File: config.mk
export PLATFORM = sky130hd
export DESIGN_NAME = decoder_fault_detector
export DESIGN_NICKNAME = d
export VERILOG_FILES = /design/src/rtl/fault_det_pkg.sv /design/src/rtl/decoder_gold.sv /design/src/rtl/decoder_fault_detector.sv
export SDC_FILE = /design/constraint.sdc
export NUM_CORES = 1
export LEC_CHECK = 0
export ABC_AREA = 1
export ABC_CLOCK_PERIOD_IN_PS = 1350
export BUFFER_PORTS_ARGS = -buffer_cell sky130_fd_sc_hd__clkbuf_2
export CAP_MARGIN = 40
export CORE_UTILIZATION = 46
export DETAILED_ROUTE_END_ITERATION = 8
export PLACE_DENSITY = 0.74
export SYNTH_ARGS = -nofsm -noshare
export SYNTH_HDL_FRONTEND = slang
export SYNTH_SLANG_ARGS = --single-unit
export TNS_END_PERCENT = 10
File: constraint.sdc
create_clock -name clk -period 1.35 [get_ports clk]
set_input_delay 0.2025 -clock clk [delete_from_list [all_inputs] [get_ports clk]]
set_output_delay 0.2025 -clock clk [all_outputs]
set_load 0.01 [all_outputs]
File: src/rtl/fault_det_pkg.sv
`default_nettype none
// ============================================================================
// Module  : fault_det_pkg
// Brief   : Shared types and golden-model helpers for the fault detectors
// Revision: 1.0 - initial release
// ============================================================================
package fault_det_pkg;

  // Sweep controller states
  typedef enum logic [1:0] {
    IDLE  = 2'd0,
    APPLY = 2'd1,
    CHECK = 2'd2,
    DONE  = 2'd3
  } state_t;

  // One bit of the golden one-hot decode: output idx is high only when
  // enabled and the select value equals idx. Width independent, so any
  // N-to-2^N golden model (decoder or encoder side) can build on it.
  function automatic logic golden_decode_bit(
    input logic        en,
    input int unsigned a,
    input int unsigned idx
  );
    return en && (a == idx);
  endfunction

endpackage
`default_nettype wire

File: src/rtl/decoder_gold.sv
`default_nettype none
// ============================================================================
// Module  : decoder_gold
// Brief   : Combinational golden N-to-2^N decoder with enable
// Revision: 1.0 - initial release
// ============================================================================
module decoder_gold
  import fault_det_pkg::*;
#(
  parameter int N = 2
) (
  input  logic              en,
  input  logic [N-1:0]      a,
  output logic [(2**N)-1:0] y
);

  localparam int c_OUT_W = 2**N;

  // Each output bit is an independent compare of the select against its index
  for (genvar i = 0; i < c_OUT_W; i++) begin : g_bit
    assign y[i] = golden_decode_bit(en, 32'(a), i);
  end

endmodule
`default_nettype wire

File: src/rtl/decoder_fault_detector.sv
`default_nettype none
// ============================================================================
// Module  : decoder_fault_detector
// Brief   : BIST sweep controller comparing an external N-to-2^N decoder
//           against a golden decoder over every {EN, A} combination
// Revision: 1.0 - initial release
// ============================================================================
module decoder_fault_detector
  import fault_det_pkg::*;
#(
  parameter int N     = 2,
  parameter int CNT_W = N + 2
) (
  input  logic              clk,
  input  logic              rst_n,
  input  logic              start,
  input  logic              abort,
  output logic [N-1:0]      tst_a,
  output logic              tst_en,
  input  logic [(2**N)-1:0] y_dut,
  output logic              busy,
  output logic              done,
  output logic              fault_detected,
  output logic [CNT_W-1:0]  fault_count,
  output logic              fail_valid,
  output logic [N:0]        first_fail_vec,
  output logic [(2**N)-1:0] first_fail_y
);

  localparam int           c_OUT_W    = 2**N;
  localparam logic [N:0]   c_LAST_VEC = '1;

  state_t             r_state;
  state_t             w_next;
  logic [N:0]         r_vec;
  logic [c_OUT_W-1:0] w_gold;
  logic               w_start_ok;
  logic               w_mismatch;
  logic               w_is_last;

  decoder_gold #(
    .N (N)
  ) u_gold (
    .en (r_vec[N]),
    .a  (r_vec[N-1:0]),
    .y  (w_gold)
  );

  // The vector register drives the DUT directly, so tst_* are registered
  assign tst_a      = r_vec[N-1:0];
  assign tst_en     = r_vec[N];
  assign busy       = (r_state == APPLY) || (r_state == CHECK);
  assign done       = (r_state == DONE);
  assign w_start_ok = start && ((r_state == IDLE) || (r_state == DONE));
  assign w_is_last  = (r_vec == c_LAST_VEC);
  // A CHECK is recorded even if abort arrives in the same cycle
  assign w_mismatch = (r_state == CHECK) && (y_dut != w_gold);

  // State register
  always_ff @(posedge clk or negedge rst_n) begin
    if (!rst_n) begin
      r_state <= IDLE;
    end else begin
      r_state <= w_next;
    end
  end

  // Next-state logic: abort wins over everything while busy
  always_comb begin
    w_next = r_state;
    case (r_state)
      IDLE, DONE: begin
        if (start) w_next = APPLY;
      end
      APPLY: begin
        w_next = abort ? IDLE : CHECK;
      end
      CHECK: begin
        if (abort)          w_next = IDLE;
        else if (w_is_last) w_next = DONE;
        else                w_next = APPLY;
      end
      default: w_next = IDLE;
    endcase
  end

  // Vector index: reset on start, advance after each non-final CHECK
  always_ff @(posedge clk or negedge rst_n) begin
    if (!rst_n) begin
      r_vec <= '0;
    end else if (w_start_ok) begin
      r_vec <= '0;
    end else if ((r_state == CHECK) && !abort && !w_is_last) begin
      r_vec <= r_vec + 1'b1;
    end
  end

  // Result accumulation: sticky flag, saturating count, first-failure capture
  always_ff @(posedge clk or negedge rst_n) begin
    if (!rst_n) begin
      fault_detected <= 1'b0;
      fault_count    <= '0;
      fail_valid     <= 1'b0;
      first_fail_vec <= '0;
      first_fail_y   <= '0;
    end else if (w_start_ok) begin
      fault_detected <= 1'b0;
      fault_count    <= '0;
      fail_valid     <= 1'b0;
      first_fail_vec <= '0;
      first_fail_y   <= '0;
    end else if (w_mismatch) begin
      fault_detected <= 1'b1;
      if (fault_count != '1) begin
        fault_count <= fault_count + 1'b1;
      end
      if (!fail_valid) begin
        fail_valid     <= 1'b1;
        first_fail_vec <= r_vec;
        first_fail_y   <= y_dut;
      end
    end
  end

endmodule
`default_nettype wire

---- Word level (Yosys, flattened, before mapping) ----
Cells that the tools add are included.
storage, ports and cells
  register bits after elaboration ......... 17
  latch bits .............................. 0
  RAM bits ................................ 0
  memory bits (read-only) ................. 0
  bits of input ports ..................... 8
  output and inout port bits .............. 18
  word-level logic and storage cells ...... 57
  memories ................................ 0
cells by class
  add/sub/neg operators ................... 2
  multiply operators ...................... 0
  divide/modulo/power cells ............... 0
  $lt $le $gt $ge ......................... 0
  eq/ne operators ......................... 11
  shift-type cells ........................ 0
  muxes and demuxes ....................... 18
  bitwise operators ....................... 0
  reductions and logical operators ........ 20
operators with widths
  kind                                                   number
  2-to-1 mux 4 bit                                       6
  2-to-1 mux 3 bit                                       5
  equality test 2 bit, second input constant             4
  logical AND 1 bit                                      8
  2-to-1 mux 2 bit                                       4
  one-hot mux 2 bit (3 select lines)                     1
  nonzero test 2 bit                                     3
  adder 4 x 1 -> 4 bit, second input constant            1
  equality test 2 x 1 -> 1 bit, second input constant    2
  logical NOT 2 bit                                      2
  inequality test 4 bit                                  1
  inequality test 4 bit, second input constant           1
  AND reduction 2 bit                                    2
  adder 3 x 1 -> 3 bit, second input constant            1
  equality test 3 bit, second input constant             1
  logical NOT 1 bit                                      2
  logical OR 1 bit                                       2
  2-to-1 mux 1 bit                                       2
  inequality test 2 x 1 -> 1 bit, second input constant  1
  inequality test 2 bit, second input constant           1
  OR reduction 2 bit                                     1

---- Logic depth before layout (Yosys ltp) ----
  depth in word-level cells ............... 6
  gate-level depth with buffers ........... 11
  gate-level depth less buffers ........... 11

---- Cells and area by module ----
From an unflattened synthesis, not the netlist that was laid out.
unflattened totals
  cells, all modules ...................... 139
  area, all modules ....................... 1023.5 um2
by module, submodules not included
  module                  times used  cells an instance  area each (um2)  seq. area each (um2)
  decoder_fault_detector  1           131                993.5            425.4
  decoder_gold            1           8                  30.0             0.0

---- Worst setup path after synthesis ----
OpenSTA, ideal clock, no wires.
  path kind ............................... reg-to-reg
  start point ............................. register r_vec[0]
  end point ............................... register fault_count[0]
  library setup time ...................... 0.117 ns
  data arrival time ....................... 1.434 ns
  required time ........................... 1.233 ns
  path slack .............................. -0.201 ns
  cell stages (with the launch flop) ...... 11
  path buffers ............................ 0
  clock period less this slack ............ 1.551 ns
  cell sequence ........................... dfrtp_1 ha_1 ha_1 nand2_1 nand2_1 nor2_1 nand2_2 nand3_2 nand2_4 nand2_1 nand2_1
between the ends
  cells in the longest elaborated chain, start to end .. 6
  elaborated cells between the ends (all ways) .. 12
  those cells by class .................... eq/ne (4); reduce/logical (8)
ends and longest elaborated chain
  what                                                        line                           text
  from (decl)                                                 decoder_fault_detector.sv:35   logic [N:0] r_vec;
  from (signal assigned)                                      decoder_fault_detector.sv:94   r_vec <= r_vec + 1'b1;
  equality test 2 x 1 -> 1 bit, or another cell as far along  fault_det_pkg.sv:25            return en && (a == idx);
  logical AND 1 bit                                           fault_det_pkg.sv:25
  inequality test 4 bit *                                     decoder_fault_detector.sv:57   assign w_mismatch = (r_state == CHECK) && (y_dut != w_gold);
  logical AND 1 bit *                                         decoder_fault_detector.sv:57
  nonzero test 2 bit (no source line) *                       n/a
  AND reduction 2 bit (no source line) *                      n/a
  to (signal assigned)                                        decoder_fault_detector.sv:115  fault_count <= fault_count + 1'b1;
  to (decl)                                                   decoder_fault_detector.sv:24   output logic [CNT_W-1:0] fault_count,
Every way passes the cells marked *; elsewhere a longest branch is shown, timed or not.
A chain may end at the register's enable or synchronous reset.

---- Final worst setup path ----
  start point ............................. register r_vec[1]
  end point ............................... register first_fail_y[2]
between the ends
  cells in the longest elaborated chain, start to end .. 6
  elaborated cells between the ends (all ways) .. 12
  those cells by class .................... eq/ne (4); reduce/logical (8)
ends and longest elaborated chain
  what                                                        line                           text
  equality test 2 x 1 -> 1 bit, or another cell as far along  fault_det_pkg.sv:25
  logical AND 1 bit                                           fault_det_pkg.sv:25
  inequality test 4 bit *                                     decoder_fault_detector.sv:57
  logical AND 1 bit *                                         decoder_fault_detector.sv:57
  nonzero test 2 bit (no source line) *                       n/a
  AND reduction 2 bit (no source line) *                      n/a
  to (signal assigned)                                        decoder_fault_detector.sv:120  first_fail_y <= y_dut;
  to (decl)                                                   decoder_fault_detector.sv:27   output logic [(2**N)-1:0] first_fail_y
Marked as above.

==> flow_metrics.py <==
metrics = {
    "run_status": {
        "status": "finished with violations",
        "failed_checks": "setup timing",
    },
    "clocking": {
        "ctsLongestPathBuffers": 2,
        "clk-insertion-delay-late_ns": 0.29,
        "clk_root_buffer_cell": "clkbuf_4",
        "cts_tree": "done",
        "clock_sinks": 17,
        "htree_levels": 1,
        "clk_pin_slew_ns": 0.10,
        "cts_inserted_buffers": 3,
    },
    "logic_synthesis": {
        "avgSynthCellArea_um2": 7.80,
        "synth_most_common_cell": "nand2_1",
        "synth_cells": 133,
        "seq_area_frac_synth_pct": 41.0,
        "synthDominantCellAreaShare_pct": 41.0,
        "async_flop_share_pct": 100,
        "postSynthRegisterBits": 17,
        "yosysTopAreaCell": "dfrtp_1",
        "ys_warn_count": 0,
        "synth_area_mm2": 0.00104,
        "synth_common_cells": "nand2_1 (36), nand3_1 (19), dfrtp_1 (17), inv_1 (15), nor2_1 (15)",
        "synthTopCellsByArea": "dfrtp_1 (41%), nand2_1 (13%), ha_1 (11%)",
        "synth_flop_cell": "dfrtp_1",
        "ys_types": 20,
        "synth-edff-count": 0,
        "synth_nets": 150,
    },
    "routing": {
        "first_iter_violations": 16,
        "firstDrtPassIters": 4,
        "routed_wl_um": 2300,
        "vias": 991,
        "avgRoutedWirePerCell_um": 11.2,
        "viasPerCell": 4.83,
        "drc": 0,
        "final_antenna_net_count": 0,
    },
    "timing": {
        "skew_ns": 0.00588,
        "clock.fmax_mhz": 642,
        "fin_ws_ns": -0.207,
        "rsz0062_at_grt": "true",
        "fin_crit_sh_pct": 115,
        "slew_viol_final": 0,
        "period_minus_slack_ns": 1.56,
        "setup_viol": 13,
        "tightest_slew_ns": 0.427,
        "finalHoldViolCount": 0,
        "relSlewSlack_pct": 71.5,
    },
    "final_layout": {
        "layout.nets": 196,
        "drive_above_1_share_pct": 42.1,
        "final_area_mm2": 0.00146,
        "antenna_cells": 0,
        "areaGrowthSynthToFinish_pct": 40.4,
        "fin_util_pct": 71.3,
    },
    "power_and_ir_drop": {
        "leakagePower_nw": 0.795,
        "peakVddDrop_mv": 1.46,
        "switching_share_pct": 43.9,
        "combPwrFrac_pct": 59.0,
        "intPower_mw": 1.49,
        "p_clk_share_pct": 10.2,
        "seq_power_share_pct": 30.8,
        "powerDensity_mw_per_mm2": 1830,
        "p_sw_mw": 1.17,
    },
    "placed_design": {
        "port-buffer-count": 25,
        "dpl.hpwl_um": 1690,
        "placedInstanceArea_mm2": 0.00131,
        "place.gp.congestion": 0.792,
    },
    "setup_path": {
        "crit_type": "reg2reg",
        "worstPathMaxFanout": 5,
        "r2r_cells": 10,
        "cpLargestDelayFamily": "simple AND/OR/NAND/NOR gates",
        "critPathBufInv": 0,
        "r2r-end": "first_fail_y[2]",
        "critPathMaxStageDelay_ns": 0.43,
        "crit_chain": "ha_2 -> ha_4 -> nand2_2 -> nand2_2 -> nor2_4 -> nand2_4 -> nand3_4 -> nand2_4 -> nand2_1 -> nand2_1",
        "r2r_setup_slack_ns": -0.21,
        "timing.rr.start": "r_vec[1]",
        "worstPathRequired_ns": 1.54,
        "critical_path.slowest_cell": "dfrtp_1",
        "end_kind": "register",
        "start_kind": "register",
        "critPathArrivalTime_ns": 1.74,
    },
    "floorplanning": {
        "die_h_um": 49.5,
        "fp.dieW_um": 49.5,
        "rows": 16,
        "start_util_pct": 50.8,
        "fp.coreArea_mm2": 0.00204,
        "fp.dieArea_mm2": 0.00245,
        "io_pins": 26,
    },
    "min_path": {
        "min_path_cells": 4,
        "hold_path_class": "in2reg",
        "hp-start": "abort",
        "min_to": "r_state[1]",
    },
    "global_routing": {
        "grtUsageMet1_pct": 27.2,
        "grt_util_met3_pct": 4.94,
        "top_usage_layer": "met2",
        "met2_usage_pct": 36.1,
        "grt_pass1_wl_um": 4010,
        "grt_usage_pct": 21.0,
        "antenna_found_initial": 0,
        "grt_max_degree": 18,
        "overflow": 0,
        "grt_pass1_vias": 956,
    },
    "flow_run": {
        "drv_cap": 0,
    },
}
[layer usage]
metal,up-vias,part of all wire (%)
met5,-,0
met4,0,0.87
met3,2,4.2
met2,25,50
met1,451,45
li1,513,-
[cell families after synthesis]
kind of cell    Yosys count  share of synthesized area (%)
buf+inv                  19                           7.24
fa+ha+maj                 9                           10.9
compound gates            8                           4.34
flops                    17                           41.0
simple gates             78                           34.9
xor+xnor                  2                           1.69
[cells in the final DEF, fill, tap and decap left out, types with 2 or more instances in the layout]
cell type | Yosys | routed
nor2_4 | 0 | 2
nor2_1 | 15 | 12
nand3_1 | 19 | 19
nand2_1 | 36 | 30
clkbuf_4 | 0 | 3
inv_1 | 15 | 10
buf_4 | 1 | 16
nand2_4 | 2 | 3
ha_4 | 0 | 2
inv_2 | 1 | 6
dfrtp_1 | 17 | 16
o21ai_1 | 0 | 2
ha_1 | 9 | 6
nand3_4 | 1 | 2
clkbuf_2 | 0 | 25
nand2_2 | 2 | 7
o21ai_0 | 5 | 2
[power by group through the flow]
stage	Clock [mW]	Sequential, mW	Combinational, mW
after global placement	0	0.817	1.34
after global routing	0.296	0.844	1.75
final	0.271	0.819	1.57
after detailed placement	0	0.821	1.38
after floorplan	0	0.869	0.807
after CTS	0.283	0.816	1.48
[sequential cells by signal, indices dropped and copies added (netlist names)]
register / cells
r_vec: 3
fail_valid: 1
first_fail_y: 4
fault_count: 4
first_fail_vec: 3
r_state: 2
[through the flow]
stage | setup slack (ns) | TNS [ns] | total power, mW | cells | hold slack (ns)
6_report | -0.207 | -1.96 | 2.66 | 205 | 0.223
5_1_grt | -0.304 | -3.40 | 2.89 | 205 | 0.225
4_1_cts | -0.209 | -2.12 | 2.57 | 204 | 0.233
3_5_place_dp | -0.211 | -2.32 | 2.20 | 195 | 0.159
3_3_place_gp | -0.191 | -2.03 | 2.16 | 195 | 0.154
2_1_floorplan | -0.129 | -1.28 | 1.68 | 133 | -0.0931
[final cells by class]
class | count | area, um2
Clock buffer | 3 | 22.5
Tap cell | 27 | 33.8
Fill cell | 162 | 586
Sequential cell | 17 | 427
Timing Repair Buffer | 43 | 275
Inverter | 16 | 60.1
Clock inverter | 1 | 5.00
Multi-Input combinational cell | 98 | 633
[timing repair]
action | CTS | global route
endpoints found under the hold margin | 17 | 0
resized for setup | 6 | 19
endpoints found under the setup margin | 19 | 19
hold buffers | 1 | 0
gates cloned | 1 | 0
pin swaps | 6 | 8
buffers inserted | 3 | 1
[worst max-delay path by stage]
stage / cells after the start / from / endpoint
after floorplan: 11 / r_vec[0] / first_fail_y[0]
after global placement: 10 / r_vec[1] / first_fail_y[3]
after detailed placement: 10 / r_vec[1] / first_fail_y[3]
after CTS: 10 / r_vec[0] / first_fail_y[3]
after global routing: 11 / r_vec[0] / first_fail_y[3]
final: 10 / r_vec[1] / first_fail_y[2]
[worst min-delay path, delay by kind of cell]
| kind | cells | cell delay (ns) |
|---|---|---|
| AO/OA/AOI/OAI | 2 | 0.15 |
| buffers and inverters | 2 | 0.12 |
No activity file was read; power rests on OpenSTA's default activity.
